$ cat config.mk
export PLATFORM = sky130hd
export DESIGN_NAME = cpu7_ifu_dctl
export DESIGN_NICKNAME = d
export VERILOG_FILES = /design/src/rtl/cpu7_ifu_pkg.sv /design/src/rtl/cpu7_ifu_dq.sv /design/src/rtl/cpu7_ifu_dctl.sv
export SDC_FILE = /design/constraint.sdc
export NUM_CORES = 1
export LEC_CHECK = 0
export BUFFER_PORTS_ARGS = -buffer_cell sky130_fd_sc_hd__buf_2
export CORE_MARGIN = 2
export CORE_UTILIZATION = 40
export DETAILED_ROUTE_END_ITERATION = 12
export GPL_TIMING_DRIVEN = 0
export MAX_ROUTING_LAYER = met4
export PLACE_DENSITY_LB_ADDON = 0.3
export SYNTH_ARGS = -nofsm -noshare
export SYNTH_HDL_FRONTEND = slang
export SYNTH_SLANG_ARGS = --single-unit
$ cat constraint.sdc
create_clock -name clk -period 8.4 [get_ports clk]
set_clock_uncertainty 0.05 [all_clocks]
set_input_delay 1.68 -clock clk [delete_from_list [all_inputs] [get_ports clk]]
set_output_delay 1.68 -clock clk [all_outputs]
set_load 0.05 [all_outputs]
$ cat src/rtl/cpu7_ifu_pkg.sv
// ---------------------------------------------------------------------------
// cpu7_ifu_pkg
// Shared definitions for the cpu7 IFU decode-stage controller and its queue.
//   DEPTH        : decode queue depth (fixed at 2)
//   PC_W         : PC width held in each queue entry (matches the GRLEN default)
//   dctl_state_t : controller state (RUN, REDIR)
//   dq_entry_t   : one queued fetch record (instruction word + PC)
// ---------------------------------------------------------------------------
package cpu7_ifu_pkg;

    localparam logic [1:0] DEPTH = 2'd2;
    localparam int         PC_W  = 32;

    typedef enum logic {
        RUN   = 1'b0,
        REDIR = 1'b1
    } dctl_state_t;

    typedef struct packed {
        logic [31:0]     inst;
        logic [PC_W-1:0] pc;
    } dq_entry_t;

endpackage

$ cat src/rtl/cpu7_ifu_dq.sv
// ---------------------------------------------------------------------------
// cpu7_ifu_dq
// Two-entry in-order instruction queue with 1-bit head/tail pointers.
// Ports:
//   clk, reset            : clock, synchronous active-high reset
//   clear                 : drop all entries (wins over push/pop)
//   push, wr_inst, wr_pc  : enqueue one entry at the tail
//   pop                   : dequeue the head entry
//   head_inst, head_pc    : head entry contents (raw storage, not gated)
//   count                 : number of valid entries, 0..2
// ---------------------------------------------------------------------------
module cpu7_ifu_dq
    import cpu7_ifu_pkg::*;
(
    input  logic            clk,
    input  logic            reset,
    input  logic            clear,
    input  logic            push,
    input  logic [31:0]     wr_inst,
    input  logic [PC_W-1:0] wr_pc,
    input  logic            pop,
    output logic [31:0]     head_inst,
    output logic [PC_W-1:0] head_pc,
    output logic [1:0]      count
);

    dq_entry_t  entries_q [2];
    dq_entry_t  entries_d [2];
    logic       head_q, head_d;
    logic       tail_q, tail_d;
    logic [1:0] count_q, count_d;

    always_comb begin
        entries_d = entries_q;
        head_d    = head_q;
        tail_d    = tail_q;
        count_d   = count_q;
        if (clear) begin
            head_d  = 1'b0;
            tail_d  = 1'b0;
            count_d = 2'd0;
        end else begin
            if (push) begin
                entries_d[tail_q] = '{inst: wr_inst, pc: wr_pc};
                tail_d            = ~tail_q;
            end
            if (pop) begin
                head_d = ~head_q;
            end
            case ({push, pop})
                2'b10:   count_d = count_q + 2'd1;
                2'b01:   count_d = count_q - 2'd1;
                default: count_d = count_q;
            endcase
        end
    end

    // Pointers and count are control; entry payload needs no reset because it
    // is only observed through count.
    always_ff @(posedge clk) begin
        if (reset) begin
            head_q  <= 1'b0;
            tail_q  <= 1'b0;
            count_q <= 2'd0;
        end else begin
            head_q  <= head_d;
            tail_q  <= tail_d;
            count_q <= count_d;
        end
    end

    always_ff @(posedge clk) begin
        entries_q <= entries_d;
    end

    assign head_inst = entries_q[head_q].inst;
    assign head_pc   = entries_q[head_q].pc;
    assign count     = count_q;

endmodule

$ cat src/rtl/cpu7_ifu_dctl.sv
// ---------------------------------------------------------------------------
// cpu7_ifu_dctl
// Decode-stage controller: buffers fetched instructions in a 2-entry queue,
// presents the head to the decoder/EXU with valid/ready, handles EXU flush and
// (optionally) early fetch redirect for unconditional direct branches.
// Build option: define CPU7_IFU_DCTL_EARLY_BR_EN to build the early-redirect
// path and REDIR state; otherwise redirect outputs are tied to 0.
// Ports:
//   clk, reset                            : clock, sync active-high reset
//   fdp_dec_valid/inst/pc, dec_fdp_ready  : fetch -> queue handshake
//   dec_inst_d, dec_br_offs, dec_is_dbr   : head to decoder, decoder results
//   dec_exu_valid/pc, exu_dec_ready       : head -> EXU handshake
//   exu_ifu_flush                         : kill queued entries and redirect
//   dec_fdp_redirect/target, fdp_dec_redirect_ack : early redirect to fetch
// GRLEN must equal cpu7_ifu_pkg::PC_W.
// ---------------------------------------------------------------------------
module cpu7_ifu_dctl
    import cpu7_ifu_pkg::*;
#(
    parameter int GRLEN = 32
) (
    input  logic             clk,
    input  logic             reset,
    input  logic             fdp_dec_valid,
    input  logic [31:0]      fdp_dec_inst,
    input  logic [GRLEN-1:0] fdp_dec_pc,
    output logic             dec_fdp_ready,
    output logic [31:0]      dec_inst_d,
    input  logic [GRLEN-1:0] dec_br_offs,
    input  logic             dec_is_dbr,
    output logic             dec_exu_valid,
    output logic [GRLEN-1:0] dec_exu_pc,
    input  logic             exu_dec_ready,
    input  logic             exu_ifu_flush,
    output logic             dec_fdp_redirect,
    output logic [GRLEN-1:0] dec_fdp_target,
    input  logic             fdp_dec_redirect_ack
);

    logic [1:0]       q_count;
    logic [31:0]      q_head_inst;
    logic [GRLEN-1:0] q_head_pc;
    logic             q_clear;
    logic             run;
    logic             head_vld;
    logic             push;
    logic             pop;

    // Outputs are forced idle while reset is held, including ready.
    assign head_vld      = ~reset & (q_count != 2'd0);
    assign dec_exu_valid = head_vld & run;
    assign dec_fdp_ready = ~reset & run & (q_count != DEPTH);
    assign dec_inst_d    = head_vld ? q_head_inst : 32'd0;
    assign dec_exu_pc    = head_vld ? q_head_pc : '0;

    assign push = fdp_dec_valid & dec_fdp_ready;
    assign pop  = dec_exu_valid & exu_dec_ready;

`ifdef CPU7_IFU_DCTL_EARLY_BR_EN
    dctl_state_t      state_q, state_d;
    logic [GRLEN-1:0] target_q, target_d;
    logic             br_take;

    assign br_take = pop & dec_is_dbr;
    assign run     = (state_q == RUN);
    // A taken direct branch discards the younger entry and any same-cycle push.
    assign q_clear = exu_ifu_flush | br_take;

    always_comb begin
        state_d  = state_q;
        target_d = target_q;
        case (state_q)
            RUN: begin
                if (br_take) begin
                    state_d  = REDIR;
                    target_d = dec_exu_pc + dec_br_offs;
                end
            end
            REDIR: begin
                if (fdp_dec_redirect_ack) begin
                    state_d = RUN;
                end
            end
            default: state_d = RUN;
        endcase
        if (exu_ifu_flush) begin
            state_d = RUN;
        end
    end

    always_ff @(posedge clk) begin
        if (reset) begin
            state_q  <= RUN;
            target_q <= '0;
        end else begin
            state_q  <= state_d;
            target_q <= target_d;
        end
    end

    assign dec_fdp_redirect = ~reset & (state_q == REDIR);
    assign dec_fdp_target   = reset ? '0 : target_q;
`else
    logic unused_br;

    assign unused_br        = ^{dec_is_dbr, dec_br_offs, fdp_dec_redirect_ack};
    assign run              = 1'b1;
    assign q_clear          = exu_ifu_flush;
    assign dec_fdp_redirect = 1'b0;
    assign dec_fdp_target   = '0;
`endif

    cpu7_ifu_dq u_dq (
        .clk       (clk),
        .reset     (reset),
        .clear     (q_clear),
        .push      (push),
        .wr_inst   (fdp_dec_inst),
        .wr_pc     (fdp_dec_pc),
        .pop       (pop),
        .head_inst (q_head_inst),
        .head_pc   (q_head_pc),
        .count     (q_count)
    );

endmodule
==> impl_results.md <==
- Seq/Total Area, Yosys: 0.7382
- Max Root-Sink Buffers: 2
- Run status: complete, no violations
- Drt total wl: 9705 um
- VDD IR max: 0.1634 mV
- Ys Warns: 0
- # rows: 42
- Compound-Gate Fraction of Synth Area: 0.004708
- Antenna fix cells: 0
- Mapped Area: 5315 um^2
- Post-synthesis xor/xnor area fraction: 0.004944
- PortBufs: 134
- Max Fclk: 0.2192 GHz
- Layout cells sized above 1: 0.4055
- Global Route Usage Sum: 0.1455
- Post-CTS Hold Fix Bufs: 0
- Clock net sink count: 132
- RSZ-0062 raised after global routing: false
- Global-route wire length before repair: 15280 um
- Post-CTS Setup Bufs: 0
- Gate count after technology mapping: 335
- Setup CP Type: input port to primary output
- # fillers: 1093
- 1st-pass router iterations: 4
- Post-Synth Simple-Gate Area: 0.05932
- Hold depth: 2
- Actual slew at the worst max-slew pin: 890.0 ps
- Slew HR: 0.4034
- Root buffer cell: clkbuf_16
- # setup viols final: 0
- Die area: 14230 um^2
- Final period utilization: 0.5430
- DR vias: 3124
- Largest family of logic cells by synthesized area: multiplexers
- Num ports: 202
- Hold Path Class: register to register
- Area Growth Syn to Fin: 32.67%
- Tmin final: 4561 ps
- Core area: 13090 um^2
- Worst EP arrival: 2830 ps
- Synth Area in Adders: 0.002354
- Antenna Nets Post-Route: 0
- Multiplexer share of the synthesized area: 0.1205
- Vias per cell: 4.333
- Area contributors post-synth: edfxtp_1 72%, mux2i_1 12%, buf_4 4.9%
- DR iter-0 viols: 98
- Initial antenna violation count: 0
- Synthesized flop and latch total: 132
- Slew Viols, Final: 0
- Syn_area_per_cell: 15.87 um^2
- Largest net degree at the start of global routing: 17
- Max-Cap Viols: 0
- Area leader, netlist: edfxtp_1
- Initial core utilization: 0.4062
- Die H: 119.3 um
- Data required, critical path: 6670 ps
- Design Area, Final: 7052 um^2
- CTS buffer count: 17
- Startpoint Class: input port
- R2R depth: 6
- Synth top area share: 0.7232
- Dpl hpwl: 6902 um
- Clock Pin Slew Worst Setup and Hold Paths: 50 ps
- Wire length per cell: 13.46 um
- Crit end category: primary output
- Vias in the first global route: 3106
- Horiz. Die Dim: 119.3 um
- Routability Congestion: 0.6826
- PostCTS Resize Cnt: 0
- Post-Place Cell Area: 6479 um^2
- Post-synthesis cell type count: 22
- Static leakage: 2.816 nW
- CTS tree: built
- CP max FO: 10
- Final Hold Fails: 0
- Worst-Skew Late Latency: 400 ps
- Number of H-tree levels: 4
- Total grt overflow: 0
- Post-route DRC: 0
- Final nets: 636
- Power density cells: 222.4 nW/um^2
- Total power: 0.001569 W
[synthesized netlist by cell type, drive strengths merged]
cell type    n
a21oi        2
and2         1
buf         46
clkbuf       2
conb         1
dfxtp        4
edfxtp     128
ha           1
inv          3
mux2i       64
nand2b       1
nor2        68
nor2b        1
nor3         2
o21ai        3
or2          2
or3          3
xnor2        1
xor2         2
[metrics by stage]
step	hold WS (ps)	std cells	util	TNS [ps]	worst slack, ps
after floorplan	421.7	367	-	0	1268
after global placement	429.4	677	0.4835	-181610	-1424
after detailed placement	468.0	689	0.4951	0	3839
after CTS	474.7	721	0.5389	0	3832
after global routing	494.1	721	0.5389	0	3782
final	472.2	721	0.5389	0	3839
[cells in the final DEF (no fill, tap or decap), drive strengths merged]
cell type	instances
mux2i	64
xor2	2
clkbuf	21
o21ai	3
xnor2	1
conb	33
a21oi	2
nor2b	1
bufinv	3
edfxtp	128
nand2b	1
clkinv	8
and2	1
or3	3
inv	3
nor3	2
clkinvlp	2
buf	192
or2	2
ha	1
dfxtp	4
nor2	68
[power by group]
part           internal (W)  total [W]  switching [W]
Clock              0.000459   0.000708       0.000248
Sequential         0.000737   0.000740     0.00000301
Combinational     0.0000383   0.000121      0.0000831
[flip-flops by register name, summed over array words and instances, names as in the netlist]
signal	flops
u_dq.head_q	1
u_dq.entries_q	128
u_dq.count	2
u_dq.tail_q	1
[cell type report]
class | instances | area (um^2) | area share
Buffer | 48 | 356.6 | 0.05057
Clock buffer | 19 | 432.9 | 0.06139
Clock inverter | 13 | 140.1 | 0.01987
Inverter | 3 | 11.26 | 0.001597
Multi-Input combinational cell | 184 | 1154 | 0.1636
Sequential cell | 132 | 3924 | 0.5564
Tap cell | 176 | 220.2 | 0.03123
Timing Repair Buffer | 146 | 813.3 | 0.1153
[routing by layer]
metal | GRT usage | routed length [um] | part of all wire | up-vias
li1 | - | - | - | 1538
met1 | 0.1733 | 4199 | 0.43 | 1464
met2 | 0.2263 | 4736 | 0.49 | 115
met3 | 0.05699 | 669 | 0.069 | 7
met4 | 0.05060 | 99 | 0.010 | 0
met5 | - | 0 | 0 | -
[cells by family (layout without fill, tap and decap cells)]
group                      after synthesis  in the layout
other                                    1             33
and+or+nand+nor                         78             78
adders and majority gates                1              1
DFF                                    132            132
xor gates and xnor gates                 3              3
muxes                                   64             64
AOI/OAI and AO/OA                        5              5
buffers and inverters                   51            229
[worst max-delay path: stages]
cell    delay, ps
buf_2         110
or2_1         230
buf_4         200
buf_6         160
nor2_1        150
buf_2         290
[final timing paths]
path	from	endpoint	slack [ps]
setup / recovery	reset	dec_inst_d[14]	3840
hold / removal	u_dq.tail_q	u_dq.tail_q	470
setup reg to reg	u_dq.count[0]	u_dq.entries_q[18]	6050
hold reg to reg	u_dq.tail_q	u_dq.tail_q	470
Power figures use the tool's default switching activity.
